===== config.mk =====
export PLATFORM = sky130hd
export DESIGN_NAME = distance_bcd_converter
export DESIGN_NICKNAME = d
export VERILOG_FILES = /design/src/rtl/distance_bcd_converter.sv
export SDC_FILE = /design/constraint.sdc
export NUM_CORES = 1
export LEC_CHECK = 0
export ABC_AREA = 1
export CAP_MARGIN = 10
export CORE_MARGIN = 8
export CORE_UTILIZATION = 45
export DETAILED_ROUTE_END_ITERATION = 10
export GPL_ROUTABILITY_DRIVEN = 0
export PLACE_DENSITY_LB_ADDON = 0.1
export SYNTH_ARGS = -nofsm -noshare
export SYNTH_HDL_FRONTEND = slang
export SYNTH_SLANG_ARGS = --single-unit
export TNS_END_PERCENT = 30

===== constraint.sdc =====
create_clock -name clk -period 6.3 [get_ports clk]
set_input_delay 1.89 -clock clk [delete_from_list [all_inputs] [get_ports clk]]
set_output_delay 1.89 -clock clk [all_outputs]
set_load 0.01 [all_outputs]

===== src/rtl/distance_bcd_converter.sv =====
// Turns the game controller's signed distance total into packed BCD for the odometer display.
// Each start-of-frame pulse clamps the sample, then runs a double-dabble conversion at one bit per clock.
module distance_bcd_converter #(
  parameter int DIGITS    = 6,
  parameter int BIN_W     = 20,
  parameter int MAX_VALUE = 999999
) (
  input  logic                  clk,
  input  logic                  reset,
  input  logic                  startOfFrame,
  input  logic signed [31:0]    distance_drove,
  output logic [4*DIGITS-1:0]   bcd,
  output logic                  bcd_valid,
  output logic                  clamped,
  output logic                  busy
);

  localparam int BCD_W = 4 * DIGITS;
  localparam int CNT_W = $clog2(BIN_W + 1);
  localparam logic [CNT_W-1:0] LAST_STEP = CNT_W'(BIN_W - 1);
  localparam logic signed [31:0] MAX_S = MAX_VALUE;

  typedef enum logic [1:0] {
    IDLE    = 2'd0,
    LOAD    = 2'd1,
    CONVERT = 2'd2,
    DONE    = 2'd3
  } state_t;

  state_t               state_r;
  state_t               state_nxt_s;
  logic signed [31:0]   latch_r;
  logic signed [31:0]   clamp_val_s;
  logic                 clamp_flag_s;
  logic                 flag_r;
  logic [BIN_W-1:0]     bin_r;
  logic [BCD_W-1:0]     scratch_r;
  logic [BCD_W-1:0]     adj_s;
  logic [CNT_W-1:0]     cnt_r;
  logic [BCD_W-1:0]     bcd_r;
  logic                 valid_r;
  logic                 clamped_r;

  // Nibble-wise add-3 correction; each digit is adjusted independently, no carry between digits.
  function automatic logic [BCD_W-1:0] add3_nibbles(input logic [BCD_W-1:0] s);
    logic [BCD_W-1:0] r;
    r = s;
    for (int i = 0; i < DIGITS; i++) begin
      if (s[4*i +: 4] >= 4'd5) begin
        r[4*i +: 4] = s[4*i +: 4] + 4'd3;
      end else begin
        r[4*i +: 4] = s[4*i +: 4];
      end
    end
    return r;
  endfunction

  // State register.
  always_ff @(posedge clk or posedge reset) begin
    if (reset) begin
      state_r <= IDLE;
    end else begin
      state_r <= state_nxt_s;
    end
  end

  // Next-state logic; pulses outside IDLE are deliberately ignored.
  always_comb begin
    state_nxt_s = state_r;
    case (state_r)
      IDLE: begin
        if (startOfFrame) begin
          state_nxt_s = LOAD;
        end else begin
          state_nxt_s = IDLE;
        end
      end
      LOAD:    state_nxt_s = CONVERT;
      CONVERT: begin
        if (cnt_r == LAST_STEP) begin
          state_nxt_s = DONE;
        end else begin
          state_nxt_s = CONVERT;
        end
      end
      DONE:    state_nxt_s = IDLE;
      default: state_nxt_s = IDLE;
    endcase
  end

  // Signed clamp of the latched sample into the displayable range.
  always_comb begin
    clamp_val_s  = latch_r;
    clamp_flag_s = 1'b0;
    if (latch_r < 32'sd0) begin
      clamp_val_s  = 32'sd0;
      clamp_flag_s = 1'b1;
    end else if (latch_r > MAX_S) begin
      clamp_val_s  = MAX_S;
      clamp_flag_s = 1'b1;
    end else begin
      clamp_val_s  = latch_r;
      clamp_flag_s = 1'b0;
    end
  end

  // Digit correction applied before each shift.
  always_comb begin
    adj_s = add3_nibbles(scratch_r);
  end

  // Conversion datapath and published result; bcd/clamped only change in DONE.
  always_ff @(posedge clk or posedge reset) begin
    if (reset) begin
      latch_r   <= 32'sd0;
      flag_r    <= 1'b0;
      bin_r     <= '0;
      scratch_r <= '0;
      cnt_r     <= '0;
      bcd_r     <= '0;
      valid_r   <= 1'b0;
      clamped_r <= 1'b0;
    end else begin
      valid_r <= 1'b0;
      case (state_r)
        IDLE: begin
          if (startOfFrame) begin
            latch_r <= distance_drove;
          end
        end
        LOAD: begin
          bin_r     <= BIN_W'(clamp_val_s);
          flag_r    <= clamp_flag_s;
          scratch_r <= '0;
          cnt_r     <= '0;
        end
        CONVERT: begin
          scratch_r <= {adj_s[BCD_W-2:0], bin_r[BIN_W-1]};
          bin_r     <= {bin_r[BIN_W-2:0], 1'b0};
          cnt_r     <= cnt_r + 1'b1;
        end
        DONE: begin
          bcd_r     <= scratch_r;
          clamped_r <= flag_r;
          valid_r   <= 1'b1;
        end
        default: begin
          valid_r <= 1'b0;
        end
      endcase
    end
  end

  assign bcd       = bcd_r;
  assign bcd_valid = valid_r;
  assign clamped   = clamped_r;
  assign busy      = (state_r != IDLE);

endmodule


# Yosys cells after proc, flatten, opt, wreduce, memory -nomap -nowiden
# Index checks and enable logic that the tools add are counted.
# classes
addsub	7
n_lt_le_gt_ge	8
eq_ne	4
muxes	17
reduce_logical	4
# ops
cell	n
24-bit case mux with 2 select lines	1
20-bit two-way mux	2
20-bit case mux with 2 select lines	1
32-bit by 21-bit greater-than comparator with 1-bit output, second input constant	1
32-bit by 1-bit less-than comparator with 1-bit output, second input constant	1
4-bit by 3-bit >= comparator with 1-bit output, second input constant	6
4-bit by 2-bit adder with 4-bit output, second input constant	5
4-bit two-way mux	5
5-bit case mux with 2 select lines	1
2-bit case mux with 4 select lines	1
5-bit by 1-bit adder with 5-bit output, second input constant	1
5-bit equality test, second input constant	1
1-bit two-way mux	5
2-bit equality test, second input constant	2
2-bit nonzero test	2
3-bit by 2-bit adder with 3-bit output, second input constant	1
3-bit two-way mux	1
2-bit by 1-bit equality test with 1-bit output, second input constant	1
2-bit zero test	1
2-bit AND reduction	1
# totals
reg_bits	110
input_bits	35

# Depth between registers and ports, before layout
# Gate-level depths: netlist (run 1).
# logic_depth
word_depth	4
mapped_depth	13

# Least setup slack after synthesis (run 1)
# Ideal clock, no wire load.
# synth_path
path_kind	input-to-reg
start	input port startOfFrame
end	register latch_r[0]
t_arrival_ns	2.562
required_ns	6.167
slack_ns	3.605
stages	4
n_path_buf	2
path_cell_list	nand2_1 -> buf_2 -> buf_1 -> a21oi_1
# synth_between
elab_chain_cells	1
# synth_rtl
item	line	source
start: declaration	10	input logic startOfFrame,
2-bit AND reduction (no source line)	-	
end signal: assignment	128	latch_r <= distance_drove;
end: declaration	32	logic signed [31:0] latch_r;
# No other way between the ends.
# A chain may end at the register's enable or synchronous reset.

# Worst setup path after layout (run 1)
# layout_path
start	input port startOfFrame
end	register latch_r[6]
# Same word-level chain as after synthesis.

==> results.py, run 1 <==
metrics = {
    "power_and_ir_drop": {
        "ir_drop_uv": 190,
        "p_per_area_nw_per_um2": 453,
        "leakage_uw": 0.00286,
    },
    "hold_path": {
        "hold_end": "bin_r[0]",
        "hold-path-cell-count": 2,
        "hold_path.class": "flip-flop to flip-flop",
        "hp-start": "bin_r[0]",
    },
    "global_routing": {
        "grt_max_degree": 68,
        "grt_first_pass_wirelength_um": 17700,
        "gr-total-overflow": 0,
        "antenna_found_initial": 0,
        "grt_pass1_vias": 3929,
        "grt_usage_pct": 14.3,
    },
    "floorplan": {
        "die_height_um": 123,
        "core_area_um2": 11300,
        "dieArea_um2": 15100,
        "initial_core_util_pct": 45.7,
        "die_w_um": 123,
        "num_rows": 39,
        "ios": 62,
    },
    "yosys": {
        "ys.warnings.count": 0,
        "synthTopCellsByArea": "dfrtp_1 53%, inv_1 7.1%, nand2_1 6.7%",
        "netlist_instances": 588,
        "synth_fa_ha_area_share_pct": 4.37,
        "yosys.area.top_type": "dfrtp_1",
        "syn_area_um2": 5150,
        "synth_mux_area_share_pct": 3.28,
        "ys_types": 26,
        "synth_compound_area_share_pct": 12.0,
        "synth.top_cell.area_share_pct": 53.4,
        "synth-seq-cells": 110,
        "yosys.area_share.simple_pct": 16.9,
        "syn_nets": 641,
        "synth_seq_area_share_pct": 53.4,
        "synth-xor-area-share_pct": 0.340,
        "postSynthAreaPerCell_um2": 8.76,
        "synth_top_family_by_area": "simple AND/OR/NAND/NOR gates",
    },
    "sta": {
        "min_period_ns": 3.61,
        "max_freq_mhz": 277,
        "setup_tns_ns": 0,
        "slew_violations": 0,
        "min_period_over_period_pct": 57.3,
        "rsz0062_at_grt": "no",
        "setup-violations-final": 0,
        "hold_violations": 0,
        "tightest_slew_ns": 1.10,
        "fin_ws_ns": 2.69,
        "max-slew-margin-rel_pct": 26.3,
        "fin_skew_ns": 0.00486,
    },
    "placed_design": {
        "dpl_worst_slack_ns": 2.31,
        "port-buffer-count": 61,
        "dp_hpwl_um": 6990,
    },
    "route": {
        "drc": 0,
        "drtPass1Iterations": 4,
        "drt_iter0_markers": 227,
        "wl_um": 10100,
        "routedWlPerCell_um": 12.9,
        "post_drt_via_cell_ratio": 4.88,
        "vias": 3843,
        "antenna_left": 0,
    },
    "clocking": {
        "max-clock-path-buffers": 2,
        "cts_tree": "built",
        "cts_setup_buffers": 0,
        "cts_sinks": 110,
        "htree_levels": 3,
        "cts_root_buf": "clkbuf_16",
        "clk_pin_slew_ns": 0.06,
        "clock_latency_ns": 0.34,
        "cts_hold_buffers": 0,
        "numCtsBuffers": 9,
        "cts-resized-gates": 0,
    },
    "critical_path": {
        "critPathMaxFanout": 30,
        "crit_required_ns": 6.53,
        "cp.arrival_ns": 3.84,
        "reg2regPathDepth": 7,
        "endpoint_kind": "flip-flop",
        "r2r_setup_slack_ns": 3.23,
        "crit_start": "startOfFrame",
        "crit_family": "buffers and inverters",
        "reg2reg_from": "state_r[0]",
        "cpPeakStageDelay_ns": 0.78,
        "worstPathCellList": "clkdlybuf4s50_1, nand2_1, buf_4, mux2_2",
        "path_class": "input port to flip-flop",
        "reg2reg_to": "scratch_r[9]",
        "path_buf_inv": 2,
        "slowest_stage": "nand2_1",
        "startpoint_type": "input port",
    },
    "outcome": {
        "status": "finished, final reports clean",
    },
    "cells_and_area": {
        "nets": 694,
        "layout-drive-gt1-share_pct": 7.30,
        "area_delta_synth_final_pct": 19.1,
        "diodes": 0,
    },
    "job": {
        "maxCapViolations": 0,
    },
}
## cell usage in the layout (no fill, tap or decap)
master / instances
mux2_2: 15
nor3_2: 1
nor4_1: 2
buf_4: 4
nand2_2: 2
clkdlybuf4s50_1: 61
clkbuf_1: 2
clkbuf_8: 2
xor2_1: 2
o22ai_1: 27
nor2_2: 2
o32ai_1: 1
o21ai_0: 28
inv_4: 1
a21oi_1: 54
nand3_1: 24
dfrtp_1: 110
nand2_1: 92
nor2_1: 70
bufinv_16: 1
a21oi_2: 1
nor3_1: 2
a32o_1: 2
clkbuf_16: 9
nand4_1: 5
or2_2: 9
ha_1: 18
inv_1: 97
## final cells by class
| type | instances | area [µm²] |
|---|---|---|
| tap | 143 | 179 |
| timing repair buffer | 65 | 641 |
| inverter | 98 | 370 |
| multi-input combinational | 357 | 1900 |
| sequential | 110 | 2750 |
| clock inverter | 1 | 30.0 |
| clock buffer | 13 | 260 |
| fill | 1044 | 5140 |
## synthesized netlist by cell type
cell type    n
nor4_1       2
buf_2        6
a21oi_1     54
clkbuf_1     8
nand2_1     92
nor3_1       3
nand2_2      2
ha_1        18
nand3_1     24
o21ai_0     28
clkbuf_8     2
nor2_1      70
mux2_2      15
a21oi_2      1
nor2_2       2
nand4_1      5
a32o_1       2
buf_6        2
or2_2        9
o32ai_1      1
buf_1        4
inv_1       98
buf_4        1
dfrtp_1    110
xor2_1       2
o22ai_1     27
## how the worst max path moves through the flow
stage | endpoint | depth (start not counted)
5_1_grt | latch_r[6] | 4
4_1_cts | latch_r[6] | 4
3_3_place_gp | latch_r[6] | 4
6_report | latch_r[6] | 4
3_5_place_dp | latch_r[6] | 4
2_1_floorplan | bcd[0] | 1
## stage by stage
step                power (µW)  utilization [%]  hold slack (ns)  instance area, µm²  instances
finish                    2780             54.4            0.487                6130        787
global route              3010             54.4            0.514                6130        787
CTS                       2820             54.4            0.488                6130        787
detailed placement        2250             51.8            0.470                5840        773
global placement          2210             51.8            0.469                5840        773
floorplan                 1890                -            0.449                5150        588
## flip-flops by register name, summed over array words and instances, names as in the netlist
name	flops
latch_r	32
cnt_r	5
bin_r	20
flag_r	1
bcd_valid	1
clamped	1
bcd	24
state_r	2
scratch_r	24
## routing by layer
layer / GRT usage [%] / share of wire, % / wire, µm / up-vias
met2: 23.6 / 47 / 4760 / 69
met4: 4.36 / 1.2 / 120 / 0
met3: 3.74 / 5.0 / 502 / 11
li1: - / - / - / 1977
met5: 0 / 0 / 0 / -
met1: 18.0 / 47 / 4740 / 1786
## worst reg2reg max path: cells and delay by family (launching register included)
kind | cells | cell delay [ns]
compound gates | 2 | 0.37
buf+inv | 3 | 1.29
flops | 1 | 0.39
fa+ha+maj | 1 | 0.28
simple gates | 1 | 0.67
## where the power goes
| part | switching [µW] | internal, µW |
|---|---|---|
| registers | 138 | 976 |
| logic | 640 | 464 |
| clock network | 235 | 326 |
## kinds of logic (layout without fill, tap and decap cells)
kind of cell               Yosys count  in the layout
buffers and inverters              121            177
DFF                                110            110
AOI/OAI and AO/OA                  113            113
muxes                               15             15
xor gates and xnor gates             2              2
and+or+nand+nor                    209            209
adders and majority gates           18             18
Power figures use the tool's default switching activity.
==> inputs of run 2 (changes only) <==
- clock period: 6.3 -> 2.9 ns (I/O delays scaled with it)
==> results.py, run 2 (synthesized netlist as in run 1, its figures left out) <==
metrics = {
    "outcome": {
        "status": "finished, final reports clean",
    },
    "placed_design": {
        "dp_hpwl_um": 7100,
        "place_inst": 778,
        "port-buffer-count": 61,
    },
    "cells_and_area": {
        "final_common_cell": "dfrtp_1",
        "nets": 699,
        "diodes": 0,
        "layout-drive-gt1-share_pct": 8.32,
        "top_register": "latch_r",
        "layout_common_cells": "110 x dfrtp_1, 97 x inv_1, 92 x nand2_1, 70 x nor2_1, 61 x clkdlybuf4s50_1",
        "area_delta_synth_final_pct": 20.4,
        "largest_reg_flops": 32,
        "fin_cells": 792,
    },
    "critical_path": {
        "crit_start": "state_r[0]",
        "worstSetupPathDepth": 4,
        "path_buf_inv": 3,
        "endpoint_kind": "output pin",
        "setup.worst_path.end": "busy",
        "path_common_cell": "inv_1",
        "slowest_stage": "clkdlybuf4s50_1",
        "path_class": "flip-flop to output pin",
        "r2r_setup_slack_ns": 0.83,
        "startpoint_type": "flip-flop",
        "reg2reg_to": "scratch_r[23]",
        "cp.arrival_ns": 1.59,
        "reg2regPathDepth": 7,
        "worstPathCellList": "inv_1, ha_1, inv_1, clkdlybuf4s50_1",
        "critPathMaxFanout": 3,
        "cpPeakStageDelay_ns": 0.53,
        "reg2reg_from": "state_r[1]",
        "crit_required_ns": 2.03,
        "crit_family": "buffers and inverters",
    },
    "route": {
        "drt_iter0_markers": 295,
        "wl_um": 10100,
        "drtPass1Iterations": 4,
        "antenna_left": 0,
        "drc": 0,
        "routedWlPerCell_um": 12.8,
        "post_drt_via_cell_ratio": 4.85,
        "vias": 3844,
    },
    "global_routing": {
        "antenna_found_initial": 0,
        "grt_first_pass_wirelength_um": 17500,
        "grt_pass1_vias": 3907,
        "grt_max_degree": 51,
        "grt_usage_pct": 14.1,
        "gr-total-overflow": 0,
    },
    "power_and_ir_drop": {
        "ir_drop_uv": 505,
        "p_per_area_nw_per_um2": 973,
        "intPower_uw": 3820,
        "swShare_pct": 36.7,
        "power_frac_comb_pct": 40.8,
        "seq_power_share_pct": 40.1,
        "p_sw_uw": 2210,
        "clock_power_share_pct": 19.1,
        "leakage_uw": 0.00288,
    },
    "sta": {
        "max_freq_mhz": 407,
        "whs_ns": 0.485,
        "setup-violations-final": 0,
        "fin_skew_ns": 0.00538,
        "rsz0062_at_grt": "no",
        "slew_violations": 0,
        "setup_tns_ns": 0,
        "tightest_slew_ns": 0.863,
        "min_period_over_period_pct": 84.7,
        "max-slew-margin-rel_pct": 42.5,
        "min_period_ns": 2.46,
        "hold_violations": 0,
    },
    "clocking": {
        "cts_tree": "built",
        "clock_latency_ns": 0.34,
        "cts_sinks": 110,
        "max-clock-path-buffers": 2,
        "cts-resized-gates": 0,
        "cts_root_buf": "clkbuf_16",
        "clk_pin_slew_ns": 0.07,
        "cts_setup_buffers": 0,
        "cts_hold_buffers": 0,
        "numCtsBuffers": 9,
        "htree_levels": 3,
    },
    "floorplan": {
        "dieArea_um2": 15100,
        "ios": 62,
        "die_height_um": 123,
        "num_rows": 39,
        "core_area_um2": 11300,
        "die_w_um": 123,
        "initial_core_util_pct": 45.7,
    },
    "hold_path": {
        "hp-start": "bin_r[0]",
        "hold_path.class": "flip-flop to flip-flop",
    },
    "job": {
        "maxCapViolations": 0,
    },
}
run 2: cell count changes in the layout (fill, tap and decap cells not counted), sizes merged:
cell | before | now
clkinvlp | 0 | 1
buf | 4 | 9
inv | 98 | 97
clkinv | 0 | 1
bufinv | 1 | 0
run 2: how the worst min path moves through the flow:
| stage | to | slack [ns] | cells after the start |
|---|---|---|---|
| after floorplan | bin_r[0] | 0.45 | 2 |
| after global placement | bin_r[0] | 0.47 | 2 |
| after detailed placement | bin_r[0] | 0.47 | 2 |
| after CTS | bin_r[0] | 0.49 | 2 |
| after global routing | bin_r[0] | 0.51 | 2 |
| final | bin_r[0] | 0.49 | 2 |
run 2: metrics by stage:
step | instance area [µm²] | worst slack [ns] | power (µW) | util, %
global route | 6200 | 0.355 | 6540 | 55.0
CTS | 6200 | 0.426 | 6120 | 55.0
global placement | 5920 | 0.766 | 4880 | 52.5
detailed placement | 5920 | 0.749 | 4940 | 52.5
floorplan | 5150 | 0.701 | 4110 | -
finish | 6200 | 0.443 | 6030 | 55.0
run 2: metal layers:
| layer | share of wire (%) | vias up | track usage, % |
|---|---|---|---|
| li1 | - | 1996 | - |
| met1 | 48 | 1779 | 18.2 |
| met2 | 46 | 59 | 23.2 |
| met3 | 3.8 | 10 | 2.42 |
| met4 | 1.6 | 0 | 5.64 |
| met5 | 0 | - | 0 |
run 2: cell type report:
| type | instances | area, µm² |
|---|---|---|
| inverter | 98 | 372 |
| multi-input combinational | 357 | 1900 |
| tap | 143 | 179 |
| fill | 1049 | 5070 |
| clock buffer | 13 | 270 |
| sequential | 110 | 2750 |
| clock inverter | 1 | 5.00 |
| timing repair buffer | 70 | 716 |
run 2: worst min-delay path: stages, from the launching register on:
cell	delay, ns
dfrtp_1	0.34
nand2_1	0.06
nand2_1	0.06
run 2: power by group through the flow:
stage,sequential (µW),combinational (µW),clock (µW)
finish,2420,2460,1150
global route,2490,2800,1250
CTS,2420,2510,1190
detailed placement,2450,2490,0
global placement,2430,2450,0
floorplan,2470,1630,0
==> inputs of run 3 (changes only) <==
- clock period: 2.9 -> 2.22 ns (I/O delays scaled with it)
==> results.py, run 3 (synthesized netlist as in run 1, its figures left out) <==
metrics = {
    "power_and_ir_drop": {
        "clock_power_share_pct": 22.4,
        "intPower_uw": 5360,
        "ir_drop_uv": 486,
        "fin_total_pwr_uw": 8290,
        "power_frac_comb_pct": 39.6,
        "leakage_uw": 0.00294,
        "p_sw_uw": 2930,
        "swShare_pct": 35.3,
        "p_per_area_nw_per_um2": 1320,
        "seq_power_share_pct": 38.0,
    },
    "clocking": {
        "cts_root_buf": "clkbuf_16",
        "cts_tree": "built",
        "cts_sinks": 110,
        "htree_levels": 3,
        "numCtsBuffers": 9,
        "clk_pin_slew_ns": 0.07,
        "clock_latency_ns": 0.34,
        "max-clock-path-buffers": 2,
    },
    "floorplan": {
        "die_w_um": 123,
        "num_rows": 39,
        "dieArea_um2": 15100,
        "die_height_um": 123,
        "core_area_um2": 11300,
        "ios": 62,
        "initial_core_util_pct": 45.7,
    },
    "cells_and_area": {
        "multi_input_area_um2": 1900,
        "nets": 703,
        "n_fill_cell": 1029,
        "regArea_um2": 2750,
        "top_register": "latch_r",
        "diodes": 0,
        "layout_common_cells": "110 x dfrtp_1, 97 x inv_1, 92 x nand2_1, 70 x nor2_1, 60 x clkdlybuf4s50_1",
        "layout-drive-gt1-share_pct": 9.01,
        "area_delta_synth_final_pct": 22.4,
        "final_common_cell": "dfrtp_1",
        "largest_reg_flops": 32,
    },
    "sta": {
        "max-slew-margin-rel_pct": 70.6,
        "min_period_over_period_pct": 90.5,
        "tightest_slew_ns": 0.442,
        "fin_skew_ns": 0.00905,
        "max_freq_mhz": 498,
        "slew_violations": 0,
        "min_period_ns": 2.01,
        "hold_violations": 0,
        "rsz0062_at_grt": "no",
        "setup_tns_ns": 0,
        "setup-violations-final": 0,
    },
    "critical_path": {
        "setup.worst_path.end": "busy",
        "reg2regPathDepth": 10,
        "path_class": "flip-flop to output pin",
        "critPathMaxFanout": 3,
        "crit_start": "state_r[0]",
        "startpoint_type": "flip-flop",
        "cp.arrival_ns": 1.34,
        "reg2reg_from": "latch_r[6]",
        "reg2reg_to": "bin_r[19]",
        "endpoint_kind": "output pin",
        "r2r_setup_slack_ns": 0.55,
        "crit_required_ns": 1.55,
    },
    "global_routing": {
        "grt_usage_pct": 14.3,
        "grt_busiest_layer": "met2",
        "gr-usage-met1_pct": 17.2,
        "grt_max_degree": 56,
        "antenna_found_initial": 0,
        "grt_use_met2_pct": 24.5,
        "gr-total-overflow": 0,
        "grt_first_pass_wirelength_um": 17700,
        "grt_pass1_vias": 3957,
        "gr-usage-met3_pct": 3.06,
    },
    "hold_path": {
        "hold_path.class": "flip-flop to flip-flop",
    },
    "route": {
        "routedWlPerCell_um": 12.9,
        "antenna_left": 0,
        "drtPass1Iterations": 4,
        "drt_iter0_markers": 226,
        "post_drt_via_cell_ratio": 4.91,
        "drc": 0,
        "vias": 3917,
        "wl_um": 10300,
    },
    "placed_design": {
        "port-buffer-count": 61,
        "dp_hpwl_um": 7170,
    },
    "outcome": {
        "status": "finished, final reports clean",
    },
    "job": {
        "maxCapViolations": 0,
    },
}
run 3: final cells by class:
cell class | count | share of cell area [%]
Tap cell | 143 | 2.84
Multi-Input combinational cell | 357 | 30.2
Clock buffer | 13 | 4.13
Sequential cell | 110 | 43.7
Inverter | 98 | 5.90
Clock inverter | 3 | 1.43
Timing Repair Buffer | 74 | 11.8
run 3: timing repair:
item                                    in CTS  in global routing
buffers inserted                             2                  0
endpoints found under the setup margin       1                  0
gates resized for setup                      1                  0
hold buffers                                 0                  0
run 3: power by group through the flow:
stage	sequential [µW]	clock, µW	combinational [µW]
floorplan	3230	0	2130
global placement	3170	0	3240
detailed placement	3200	0	3300
CTS	3160	1910	3340
global route	3250	1970	3700
finish	3150	1850	3290
run 3: critical path, cell delays in order (launching register included):
cell and delay (ns):
dfrtp_1 0.40, inv_1 0.11, ha_1 0.19, inv_1 0.04, dlygate4sd2_1 0.27
run 3: per-layer routing:
layer | part of all wire [%] | up-vias
li1 | - | 2007
met1 | 46 | 1831
met2 | 48 | 67
met3 | 4.6 | 12
met4 | 1.4 | 0
met5 | 0 | -
run 3: how the worst min path moves through the flow:
stage | start | to | slack (ns) | depth (start not counted)
floorplan | bin_r[0] | bin_r[0] | 0.45 | 2
global placement | bin_r[0] | bin_r[0] | 0.47 | 2
detailed placement | bin_r[0] | bin_r[0] | 0.48 | 2
CTS | bin_r[0] | bin_r[0] | 0.49 | 2
global route | latch_r[26] | latch_r[26] | 0.53 | 1
finish | bin_r[0] | bin_r[0] | 0.49 | 2
run 3: metrics by stage:
stage / hold WS [ns] / instance area [µm²] / worst slack [ns] / utilization [%] / std cells
after global routing: 0.529 / 6300 / 0.147 / 55.9 / 798
after floorplan: 0.449 / 5150 / 0.225 / - / 588
after CTS: 0.494 / 6300 / 0.211 / 55.9 / 798
after detailed placement: 0.476 / 5940 / 0.272 / 52.7 / 780
after global placement: 0.470 / 5940 / 0.284 / 52.7 / 780
final: 0.486 / 6300 / 0.210 / 55.9 / 798
==> edit: new RTL, settings of run 2 <==
Re-encode `state_t` (4 states) as one-hot, 4 bits wide.
--- a/src/rtl/distance_bcd_converter.sv
+++ b/src/rtl/distance_bcd_converter.sv
@@ -20,11 +20,11 @@
   localparam logic [CNT_W-1:0] LAST_STEP = CNT_W'(BIN_W - 1);
   localparam logic signed [31:0] MAX_S = MAX_VALUE;
 
-  typedef enum logic [1:0] {
-    IDLE    = 2'd0,
-    LOAD    = 2'd1,
-    CONVERT = 2'd2,
-    DONE    = 2'd3
+  typedef enum logic [3:0] {
+    IDLE    = 4'b0001,
+    LOAD    = 4'b0010,
+    CONVERT = 4'b0100,
+    DONE    = 4'b1000
   } state_t;
 
   state_t               state_r;
Behaviour: no difference found for any inputs over 10 cycles, from zero or initial values and one cycle with reset high; not proved beyond that.
==> edit against run 2 <==
- worst hold slack got worse by 0.016 ns
- sequential cell count rose by 2
- wire length rose by 3.5%
- power fell by 20%
- final area rose by 1.7%
- sequential power fell by 12%
- first-iteration DRC count fell by 31%
- setup slack got worse by 0.030 ns
- maximum frequency fell by 1.2%
- synthesized area rose by 1.3%
==> edit: results (changes against run 2) <==
Place
The worst setup slack before clock tree synthesis is 0.5064 ns (-0.2423 ns). The standard cell area after detailed placement is 0.005948 sq mm (+0.42%). The number of cells in the design after placement is 807 (+3.7%).

The post-detailed-placement half-perimeter wirelength was 7192 um (+1.4%).

Route
The detailed-route wire length on metal 1 is 5006 um (+2.2%). The DRC marker count from the first detailed-route iteration is 204 (-31%). The detailed-route vias per instance is 4.925 (+1.5%). The routed wire length on met3 is 434 um (+14%).

The average wire per standard cell is 12.76 um (-0.44%).

Cells and area
The layout net count is 723 (+3.4%). The count of clock-net buffers in the final layout is 11 (-2). The multi-input combinational cell area is 0.001872 sq mm (-1.7%).

The non-clock buffer area fraction after layout is 0.1092 (-0.006292). The layout buffer count excluding clock buffers is 68 (-2.9%). The fill cell instance count of the final layout came to 1070 (+2.0%).

The fraction of area in clock buffers and inverters is 0.05637 (+0.01196). The non-filler instance count after layout came to 823 (+3.9%).

STA
The worst-case clock skew came to 0.007047 ns (+0.001670 ns). The slew of the pin with the lowest slew margin is 0.7958 ns (-0.06708 ns). The minimum period implied by the final worst setup slack was 2.487 ns (+0.03024 ns).

Clock tree
The total number of clock tree sinks is 112 (+1.8%).

Synth
The count of mapped cells out of synthesis was 621 (+5.6%). The post-synthesis cell type count is 28 (+7.7%). Yosys attributes the largest share of cell area to sky130_fd_sc_hd__dfrtp_1 53%, sky130_fd_sc_hd__nand2_1 11%, sky130_fd_sc_hd__inv_1 7.3%, sky130_fd_sc_hd__o21ai_0 5.2%, sky130_fd_sc_hd__o22ai_1 3.2%.

The commonest cells after synthesis are 157 x sky130_fd_sc_hd__nand2_1, 111 x sky130_fd_sc_hd__dfrtp_1, 101 x sky130_fd_sc_hd__inv_1, 54 x sky130_fd_sc_hd__o21ai_0, 38 x sky130_fd_sc_hd__nor2_1.

GRT
The via count of the first global-routing pass was 3958 (+1.3%).

Pwr
The static leakage came to 2.968 nW (+2.9%).

Critical path
The worst path arrival time came to 1.62 ns (+0.03 ns).

Outcome
The flow ran to the end, and the final reports show no timing, DRC or antenna violations.
==> edit: cell types whose count changed after synthesis, moves of 15 or more <==
cell	delta
sky130_fd_sc_hd__nand2_1	+65
sky130_fd_sc_hd__a21oi_1	-46
sky130_fd_sc_hd__nor2_1	-32
sky130_fd_sc_hd__o21ai_0	+26
sky130_fd_sc_hd__o21ai_1	+20
sky130_fd_sc_hd__mux2_2	-15
==> edit: cell families (layout without fill, tap and decap cells) <==
kind of cell    count (synthesis)  in the layout  synth area share
simple gates                  236            236            0.1852
buf+inv                       132            191            0.1034
compound gates                122            122            0.1324
flops                         112            112            0.5377
fa+ha+maj                      13             13           0.03119
xor+xnor                        6              6           0.01008
==> edit: metal layers <==
metal	vias up	track usage
met3	12	0.02403
met2	75	0.2417
met1	1902	0.1829
li1	2064	-
met4	0	0.06020
met5	-	0
==> edit: power breakdown <==
| group | internal, W | switching [W] |
|---|---|---|
| clock | 0.000890 | 0.000556 |
| combinational | 0.000438 | 0.000816 |
| sequential | 0.00194 | 0.000178 |
| total | 0.00327 | 0.00155 |
==> edit: worst max-delay path, cell delays in order (launching register included) <==
cell and delay, ns:
sky130_fd_sc_hd__dfstp_2 0.55, sky130_fd_sc_hd__inv_1 0.06, sky130_fd_sc_hd__nor2_1 0.12, sky130_fd_sc_hd__nand2_1 0.07, sky130_fd_sc_hd__clkdlybuf4s50_1 0.48
==> edit: path summary, 6_finish.rpt <==
kind                             start       endpoint  depth (start not counted)
setup / recovery            state_r[0]           busy                          4
hold / removal                 clamped        clamped                          2
setup reg to reg           latch_r[12]      bin_r[14]                         11
hold reg to reg                clamped        clamped                          2
max in group asynchronous        reset         bcd[1]                          3
min in group asynchronous        reset  scratch_r[18]                          2
